**config.mk**
```make
export PLATFORM = sky130hd
export DESIGN_NAME = div_unit_flat
export DESIGN_NICKNAME = d
export VERILOG_FILES = /design/src/rtl/div_unit_if.sv /design/src/rtl/div_unit.sv /design/src/flat_wrapper.sv
export SDC_FILE = /design/constraint.sdc
export NUM_CORES = 1
export LEC_CHECK = 0
export BUFFER_PORTS_ARGS = -buffer_cell sky130_fd_sc_hd__buf_2
export CAP_MARGIN = 10
export CELL_PAD_IN_SITES_DETAIL_PLACEMENT = 1
export CELL_PAD_IN_SITES_GLOBAL_PLACEMENT = 1
export CORE_MARGIN = 5
export CORE_UTILIZATION = 41
export DETAILED_ROUTE_END_ITERATION = 12
export HOLD_SLACK_MARGIN = 0.15
export PLACE_DENSITY_LB_ADDON = 0.1
export SKIP_LAST_GASP = 1
export SLEW_MARGIN = 0
export SYNTH_ARGS = -nofsm -noshare
export SYNTH_HDL_FRONTEND = slang
export SYNTH_SLANG_ARGS = --single-unit
```
**constraint.sdc**
```tcl
create_clock -name clk -period 7.85 [get_ports clk]
set_input_delay 1.9625 -clock clk [delete_from_list [all_inputs] [get_ports clk]]
set_output_delay 1.9625 -clock clk [all_outputs]
set_load 0.02 [all_outputs]
```
**src/rtl/div_unit_if.sv**
```systemverilog
// Divider request/response bundle between the E stage and the divide unit.
// Latency: none, wires only.
// Backpressure: the slave side drives stall_div back toward the hazard unit.
interface div_unit_if #(
  parameter int WIDTH = 32
);
  logic               start;
  logic               signed_div;
  logic               annul;
  logic [WIDTH-1:0]   a;
  logic [WIDTH-1:0]   b;
  logic               stall_div;
  logic               ready;
  logic [2*WIDTH-1:0] result;

  modport master (
    output start, signed_div, annul, a, b,
    input  stall_div, ready, result
  );

  modport slave (
    input  start, signed_div, annul, a, b,
    output stall_div, ready, result
  );
endinterface

```
**src/rtl/div_unit.sv**
```systemverilog
// Multi-cycle restoring divider (DIV/DIVU) for the execute stage, result is {rem, quo}.
// Latency: accept at cycle 0, WIDTH busy steps, ready pulse in cycle WIDTH+1.
// Backpressure: stall_div holds F/D/E from accept through the last busy step, low in DONE.
module div_unit #(
  parameter int WIDTH = 32
) (
  input  logic       clk,
  input  logic       rst,
  div_unit_if.slave  bus
);

  localparam int CW = (WIDTH > 1) ? $clog2(WIDTH) : 1;

  typedef enum logic [1:0] {
    IDLE = 2'd0,
    BUSY = 2'd1,
    DONE = 2'd2
  } state_t;

  state_t               r_state;
  logic [WIDTH-1:0]     r_rem;
  logic [WIDTH-1:0]     r_quo;
  logic [WIDTH-1:0]     r_dvsr;
  logic [WIDTH-1:0]     r_a_orig;
  logic                 r_neg_q;
  logic                 r_neg_r;
  logic                 r_div0;
  logic [CW-1:0]        r_cnt;
  logic [2*WIDTH-1:0]   r_result;

  logic                 w_accept;
  logic                 w_a_neg;
  logic                 w_b_neg;
  logic [WIDTH-1:0]     w_a_mag;
  logic [WIDTH-1:0]     w_b_mag;
  logic [WIDTH:0]       w_rem_sh;
  logic [WIDTH:0]       w_trial;
  logic [WIDTH-1:0]     w_q_fix;
  logic [WIDTH-1:0]     w_r_fix;
  logic [2*WIDTH-1:0]   w_final;
  logic                 w_done_ok;

  // Operand conditioning: divide magnitudes, signs are restored at the end.
  assign w_accept = (r_state == IDLE) & bus.start & ~bus.annul;
  assign w_a_neg  = bus.signed_div & bus.a[WIDTH-1];
  assign w_b_neg  = bus.signed_div & bus.b[WIDTH-1];
  assign w_a_mag  = w_a_neg ? (~bus.a + 1'b1) : bus.a;
  assign w_b_mag  = w_b_neg ? (~bus.b + 1'b1) : bus.b;

  // One restoring step: shift the next dividend bit into the partial remainder, trial-subtract.
  assign w_rem_sh = {r_rem, r_quo[WIDTH-1]};
  assign w_trial  = w_rem_sh - {1'b0, r_dvsr};

  // Sign correction; divide-by-zero bypasses it and returns the raw dividend.
  assign w_q_fix  = r_neg_q ? (~r_quo + 1'b1) : r_quo;
  assign w_r_fix  = r_neg_r ? (~r_rem + 1'b1) : r_rem;
  assign w_final  = r_div0 ? {r_a_orig, {WIDTH{1'b1}}} : {w_r_fix, w_q_fix};

  // DONE presents the fresh result combinationally so a same-cycle annul can still squash it.
  assign w_done_ok     = (r_state == DONE) & ~bus.annul;
  assign bus.ready     = w_done_ok;
  assign bus.result    = w_done_ok ? w_final : r_result;
  assign bus.stall_div = ~rst & (w_accept | ((r_state == BUSY) & ~bus.annul));

  // Control FSM and datapath registers.
  always_ff @(posedge clk or posedge rst) begin
    if (rst) begin
      r_state  <= IDLE;
      r_rem    <= '0;
      r_quo    <= '0;
      r_dvsr   <= '0;
      r_a_orig <= '0;
      r_neg_q  <= 1'b0;
      r_neg_r  <= 1'b0;
      r_div0   <= 1'b0;
      r_cnt    <= '0;
      r_result <= '0;
    end else begin
      case (r_state)
        IDLE: begin
          if (w_accept) begin
            r_neg_q  <= w_a_neg ^ w_b_neg;
            r_neg_r  <= w_a_neg;
            r_div0   <= (bus.b == '0);
            r_a_orig <= bus.a;
            r_quo    <= w_a_mag;
            r_dvsr   <= w_b_mag;
            r_rem    <= '0;
            r_cnt    <= '0;
            r_state  <= BUSY;
          end
        end
        BUSY: begin
          if (bus.annul) begin
            r_state <= IDLE;
          end else begin
            if (!w_trial[WIDTH]) begin
              r_rem <= w_trial[WIDTH-1:0];
            end else begin
              r_rem <= w_rem_sh[WIDTH-1:0];
            end
            r_quo <= {r_quo[WIDTH-2:0], ~w_trial[WIDTH]};
            r_cnt <= r_cnt + 1'b1;
            if (r_cnt == CW'(WIDTH - 1)) begin
              r_state <= DONE;
            end
          end
        end
        DONE: begin
          if (!bus.annul) begin
            r_result <= w_final;
          end
          r_state <= IDLE;
        end
        default: r_state <= IDLE;
      endcase
    end
  end

endmodule

```
**src/flat_wrapper.sv**
```systemverilog
// flat-port wrapper written by rule: the top's interface ports become plain ports
module div_unit_flat 
#(
  parameter int WIDTH = 32
)
  (clk, rst, bus_start, bus_signed_div, bus_annul, bus_a, bus_b, bus_stall_div, bus_ready, bus_result);
  div_unit_if #(.WIDTH(WIDTH)) bus_i ();
  input  logic clk;
  input  logic rst;
  input wire logic [$bits(bus_i.start)-1:0] bus_start;
  input wire logic [$bits(bus_i.signed_div)-1:0] bus_signed_div;
  input wire logic [$bits(bus_i.annul)-1:0] bus_annul;
  input wire logic [$bits(bus_i.a)-1:0] bus_a;
  input wire logic [$bits(bus_i.b)-1:0] bus_b;
  output wire logic [$bits(bus_i.stall_div)-1:0] bus_stall_div;
  output wire logic [$bits(bus_i.ready)-1:0] bus_ready;
  output wire logic [$bits(bus_i.result)-1:0] bus_result;
  assign bus_i.start = bus_start;
  assign bus_i.signed_div = bus_signed_div;
  assign bus_i.annul = bus_annul;
  assign bus_i.a = bus_a;
  assign bus_i.b = bus_b;
  assign bus_stall_div = bus_i.stall_div;
  assign bus_ready = bus_i.ready;
  assign bus_result = bus_i.result;
  div_unit #(.WIDTH(WIDTH)) u_core (.clk(clk), .rst(rst), .bus(bus_i));
endmodule
```
Word level (Yosys, flattened, before mapping)
Index checks and enable logic that the tools add are counted.
{"block": "word_totals", "register_bits": 202, "elab_cells": 65, "output_inout_bits": 66}
{"block": "classes", "n_addsub": 6, "bitwise_logic": 16, "n_eq_ne": 6, "n_mux": 20, "n_reduce_logical": 7}
{"cell": "two-way mux 32 bit", "count": 9}
{"cell": "adder 32 x 1 -> 32 bit (second input constant)", "count": 4}
{"cell": "two-way mux 64 bit", "count": 2}
{"cell": "NOT 32 bit", "count": 4}
{"cell": "one-hot mux 32 bit (2 select lines)", "count": 2}
{"cell": "subtractor 33 x 32 -> 33 bit", "count": 1}
{"cell": "zero test 32 bit", "count": 1}
{"cell": "two-way mux 5 bit", "count": 2}
{"cell": "one-hot mux 5 bit (2 select lines)", "count": 1}
{"cell": "bitwise AND 1 bit", "count": 7}
{"cell": "two-way mux 2 bit", "count": 3}
{"cell": "AND reduction 2 bit", "count": 3}
{"cell": "adder 5 x 1 -> 5 bit (second input constant)", "count": 1}
{"cell": "== test 5 bit (second input constant)", "count": 1}
{"cell": "one-hot mux 2 bit (2 select lines)", "count": 1}
{"cell": "!= test 3 bit (second input constant)", "count": 1}
{"cell": "NOT 1 bit", "count": 3}
{"cell": "AND reduction 3 bit", "count": 1}
{"cell": "== test 2 x 1 -> 1 bit (second input constant)", "count": 1}
{"cell": "== test 2 bit (second input constant)", "count": 1}
{"cell": "zero test 2 bit", "count": 1}
{"cell": "!= test 2 x 1 -> 1 bit (second input constant)", "count": 1}
{"cell": "!= test 2 bit (second input constant)", "count": 1}
{"cell": "nonzero test 2 bit", "count": 1}
{"cell": "other kinds (2)", "count": 2}

Depth between registers and ports, before layout
{"block": "depth", "ltp_word": 5, "depth_mapped": 14, "ltp_nobuf": 12}

Worst setup path after synthesis
No wires, ideal clock.
{"block": "synth_path", "path_kind": "input to output", "from": "input port bus_annul", "to": "output port bus_result[0]", "n_path_buf": 1, "stages": 6, "t_arrival_ns": 3.168, "required_ns": 5.887, "slack_ns": 2.720, "cell_sequence": "nor2_1 nand2_1 clkinv_1 clkbuf_1 nor2_1 nor2_1"}
{"block": "synth_between", "elab_chain_cells": 3}
{"item": "start, declared", "line_no": "flat_wrapper.sv:12", "text": "input wire logic [$bits(bus_i.annul)-1:0] bus_annul;"}
{"item": "NOT 1 bit (no line)"}
{"item": "bitwise AND 1 bit", "line_no": "div_unit.sv:60", "text": "assign w_done_ok = (r_state == DONE) & ~bus.annul;"}
{"item": "via bus_ready", "line_no": "flat_wrapper.sv:16", "text": "output wire logic [$bits(bus_i.ready)-1:0] bus_ready;"}
{"item": "two-way mux 64 bit", "line_no": "div_unit.sv:62", "text": "assign bus.result = w_done_ok ? w_final : r_result;"}
{"item": "end, declared", "line_no": "flat_wrapper.sv:17", "text": "output wire logic [$bits(bus_i.result)-1:0] bus_result;"}
The timed path passes the listed nets, and every way through them passes these cells.

Final worst setup path
{"block": "layout_path", "from": "input port bus_annul", "to": "output port bus_result[32]"}
{"block": "layout_between", "elab_chain_cells": 3}
{"item": "NOT 1 bit (no line)"}
{"item": "bitwise AND 1 bit", "line_no": "div_unit.sv:60"}
{"item": "two-way mux 64 bit", "line_no": "div_unit.sv:62"}
No other way between the ends.

==> impl.org <==
** Status
- The flow ran to the end, and the final reports show no timing, DRC or antenna violations.

** Clock network
- TritonCTS built the clock tree.
- In this run, CTS created clock tree buffers numbering 26.
- H-tree level count :: 1
- The clock reaches the later pin of the worst-skew pair after around 0.54 ns.
- Buffers inserted during post-CTS setup optimization :: 0
- The tree is rooted in a sky130_fd_sc_hd__clkbuf_16.
- The clock passes through at most 3 buffers.
- Clk pin slew, worst setup/hold paths :: approximately 0.060 ns
- Clk sink count :: 202
- The number of gates resized after CTS was 0.
- Hold buffer count at CTS :: 0

** Hold path
- Counting instances, the worst hold path has a depth of 2.
- Endpoint of the worst hold path :: u_core.r_result[25]
- The min-delay analysis places its worst path in the category register to register.
- Worst hold start :: u_core.r_result[25]

** Synth
- Of the post-synthesis cell area, the dominant cell type holds 0.399.
- The netlist uses 70 different library cells.
- Mean Syn Cell Area :: 8.23 µm²
- Count of flip-flops with a built-in enable after synthesis :: 0
- Of the synthesized area, sequential elements account for 0.399.
- Among all flip-flop cells after synthesis, the most frequent one is sky130_fd_sc_hd__dfrtp_1.
- By area the synthesized netlist is led by sky130_fd_sc_hd__dfrtp_1, sky130_fd_sc_hd__nand2_1, sky130_fd_sc_hd__xor2_1, sky130_fd_sc_hd__o21ai_0, sky130_fd_sc_hd__a21oi_1.
- The number of nets in the synthesized netlist is between 1.5k and 2k.
- Total standard cell area after synthesis :: around 13,000 µm²
- In the synthesized netlist, the number of instances is around 1.5k.
- Flops & latches, synth :: 202
- The Yosys step of the flow raised 0 warnings.
- Fraction of synthesis flops using an asynchronous set or reset pin :: 1.00
- Cell type with the highest aggregate area in the netlist :: sky130_fd_sc_hd__dfrtp_1

** Detailed routing
- Total Wirelength :: 36.9 mm
- Once detail routing completed, the nets flagged for antenna violations numbered 0.
- Via count :: between 10k and 15k
- Dividing the detail-routed wire length by the instance count gives around 18 µm.
- The first TritonRoute pass finished after 4 iterations.
- Iteration-0 DRC count of the detailed router :: about 620
- Ratio of routed vias to standard cells :: between 5 and 6
- In the routed design, unresolved DRC markers number 0.

** Global routing
- Overflow left after global routing :: 0
- Total track usage :: 0.212
- First-pass GRT wire length :: between 60 and 70 mm
- Vias in the first global route :: approximately 11k
- Maximum number of pins on one net before global-route repair :: ~130
- Antenna violations before repair :: 3

** Setup path
- Startpoint kind of the worst setup timing path :: input pin
- The critical path is of the input pin to output port type.
- Worst R2R End :: u_core.r_rem[10]
- STA puts the critical path data required time at approximately 5.9 ns.
- STA classifies the critical path endpoint as an output port.
- For the worst setup path, the data arrival time is around 4.5 ns.
- Setup slack on the worst reg-to-reg path comes out at roughly 3.7 ns.
- Count of cells along the worst register-to-register path :: 13
- Worst Path Max Fanout :: 36
- The worst register-to-register path begins at u_core.r_quo[31].

** Die
- The floorplan has 64 rows.
- In this run the count of I/O pins placed on the die edge is 135.
- The initial utilization of the core area, before any placement, comes to 0.414.
- The die is 186 µm tall.
- After floorplanning, the core was sized to cover 30,600 µm².
- The floorplan step defined a die boundary enclosing roughly 35,000 µm².
- Die span in x :: 186 µm

** STA
- On the final layout, the worst clock skew is 0.0209 ns.
- For the finished layout, the period the worst path requires is about 6.4 ns.
- Dividing the final minimum period by the clock period gives 0.818.
- Maximum clock frequency :: roughly 160 MHz
- Unrepaired setup endpoints after global routing :: no
- For the pin with the worst max-slew slack, the measured transition is ~1.1 ns.
- After routing, the total negative slack on setup checks comes to 0 ns.
- Setup violations remaining at the end of the flow were counted as 0.
- The final-report max-slew violation count was 0.
- The final hold violation count is 0.
- Worst relative slew slack :: 0.290

** Final layout
- For this run, the post-layout net count is roughly 1.7k.
- Fill count :: roughly 3.7k
- Final design utilization :: 0.476
- In the final layout, the share of cells above drive strength 1 is 0.136.
- Area Overhead vs Synth :: 14.8%

** Pwr
- The worst-case IR drop observed on VDD is 0.204 mV.
- In this run the power density over the cells is around 340 nW/µm².
- Leakage dissipation :: a little over 0.007 µW

** Placed design
- Port buffering added about 130 buffers.
- Post-DP HPWL :: 26.9 mm
- At the end of routability-driven placement, the weighted congestion stood at 0.821.

** Job
- The tool flagged a number of max-cap violations equal to 0.
==> worst max-delay path by stage <==
stage | startpoint | end | slack (ns) | cells after the start
4_1_cts | bus_annul | bus_result[32] | 1.36 | 6
2_1_floorplan | rst | u_core.r_a_orig[0] | 0.38 | 1
3_3_place_gp | bus_annul | bus_result[60] | 1.58 | 6
3_5_place_dp | bus_annul | bus_result[32] | 1.38 | 6
5_1_grt | bus_annul | bus_result[32] | 1.14 | 6
6_report | bus_annul | bus_result[32] | 1.43 | 6
==> power breakdown <==
part           total, µW  internal (µW)  switching [µW]
registers           1500           1220             280
clock network       1230            756             474
logic               2220            918            1300
==> layout make-up <==
cell class	instances	area, µm²	share of cell area
clock inverters	10	114	0.00783
well taps	396	495	0.0341
diodes	5	12.5	0.000860
inverters	56	218	0.0150
multi-input cells	1201	7100	0.488
clock buffers	37	782	0.0538
repair buffers	147	768	0.0528
flip-flops and latches	202	5060	0.348
==> cells by family after synthesis <==
group | count (synthesis) | share of synthesized area
buffers and inverters | 136 | 0.0437
flip-flops | 202 | 0.399
AND/OR/NAND/NOR | 552 | 0.196
XOR/XNOR | 145 | 0.100
AO/OA/AOI/OAI | 436 | 0.199
adder cells (fa/ha/maj) | 39 | 0.0391
multiplexers | 29 | 0.0229
==> synthesized netlist by cell type (5+ instances only) <==
| cell type | instances |
|---|---|
| sky130_fd_sc_hd__buf_4 | 5 |
| sky130_fd_sc_hd__o21a_1 | 5 |
| sky130_fd_sc_hd__and2_1 | 5 |
| sky130_fd_sc_hd__o41ai_1 | 15 |
| sky130_fd_sc_hd__nand3_1 | 20 |
| sky130_fd_sc_hd__a211oi_1 | 7 |
| sky130_fd_sc_hd__nand2_1 | 276 |
| sky130_fd_sc_hd__o21ai_1 | 28 |
| sky130_fd_sc_hd__nor4_1 | 12 |
| sky130_fd_sc_hd__ha_1 | 38 |
| sky130_fd_sc_hd__dfrtp_1 | 202 |
| sky130_fd_sc_hd__nor2b_1 | 10 |
| sky130_fd_sc_hd__nor2_1 | 135 |
| sky130_fd_sc_hd__a21o_1 | 12 |
| sky130_fd_sc_hd__and3_1 | 6 |
| sky130_fd_sc_hd__a31oi_1 | 6 |
| sky130_fd_sc_hd__o21ai_0 | 164 |
| sky130_fd_sc_hd__buf_1 | 5 |
| sky130_fd_sc_hd__o31ai_1 | 19 |
| sky130_fd_sc_hd__a21oi_1 | 143 |
| sky130_fd_sc_hd__nor3_1 | 13 |
| sky130_fd_sc_hd__mux2i_1 | 29 |
| sky130_fd_sc_hd__xnor2_1 | 49 |
| sky130_fd_sc_hd__clkbuf_1 | 63 |
| sky130_fd_sc_hd__or3_1 | 18 |
| sky130_fd_sc_hd__o211ai_1 | 11 |
| sky130_fd_sc_hd__nand4_1 | 9 |
| sky130_fd_sc_hd__xor2_1 | 96 |
| sky130_fd_sc_hd__nand2b_1 | 17 |
| sky130_fd_sc_hd__inv_1 | 55 |
| sky130_fd_sc_hd__buf_2 | 5 |
==> state kept, by name (all words and copies together), names as in the netlist <==
name,cells
u_core.r_result,64
u_core.r_a_orig,32
u_core.r_dvsr,32
u_core.r_quo,32
u_core.r_rem,32
u_core.r_cnt,5
u_core.r_state,2
u_core.r_div0,1
u_core.r_neg_q,1
u_core.r_neg_r,1
==> cell usage in the layout (no fill, tap or decap), drive strengths merged, types with 3 or more instances in the layout <==
| cell type | n |
|---|---|
| a211oi | 8 |
| a21o | 12 |
| a21oi | 143 |
| a31oi | 6 |
| and2 | 6 |
| and3 | 6 |
| and4 | 3 |
| buf | 147 |
| clkbuf | 37 |
| clkinv | 8 |
| dfrtp | 202 |
| diode | 5 |
| ha | 38 |
| inv | 55 |
| mux2i | 29 |
| nand2 | 276 |
| nand2b | 20 |
| nand3 | 21 |
| nand4 | 10 |
| nor2 | 135 |
| nor2b | 10 |
| nor3 | 14 |
| nor4 | 13 |
| o211ai | 11 |
| o21a | 5 |
| o21ai | 192 |
| o21bai | 3 |
| o31ai | 21 |
| o41ai | 17 |
| or2 | 3 |
| or3 | 23 |
| or4 | 8 |
| xnor2 | 49 |
| xor2 | 96 |
==> metrics by stage <==
step	hold WS (ns)	power, µW	worst slack, ns	cells	instance area (µm²)
6_report	0.470	4950	1.43	2054	14500
5_1_grt	0.498	5330	1.14	2052	14500
4_1_cts	0.477	5020	1.36	2049	14500
3_5_place_dp	0.462	3760	1.38	2002	13600
3_3_place_gp	0.449	3700	1.58	2002	13600
2_1_floorplan	0.439	3190	0.377	1539	12700
==> critical path, cell delays in order <==
cell                       delay (ns)
sky130_fd_sc_hd__buf_2           0.15
sky130_fd_sc_hd__nor2_1          0.10
sky130_fd_sc_hd__nand2_2         0.52
sky130_fd_sc_hd__clkinv_1        1.02
sky130_fd_sc_hd__a21oi_1         0.47
sky130_fd_sc_hd__buf_2           0.22
==> routing by layer <==
metal | vias up | share of wire | GRT usage
met1 | 5321 | 0.47 | 0.283
met3 | 41 | 0.028 | 0.0197
met4 | 0 | 0.021 | 0.0490
met5 | - | 0 | 0
li1 | 5504 | - | -
met2 | 148 | 0.48 | 0.374
No activity file was read; power rests on OpenSTA's default activity.
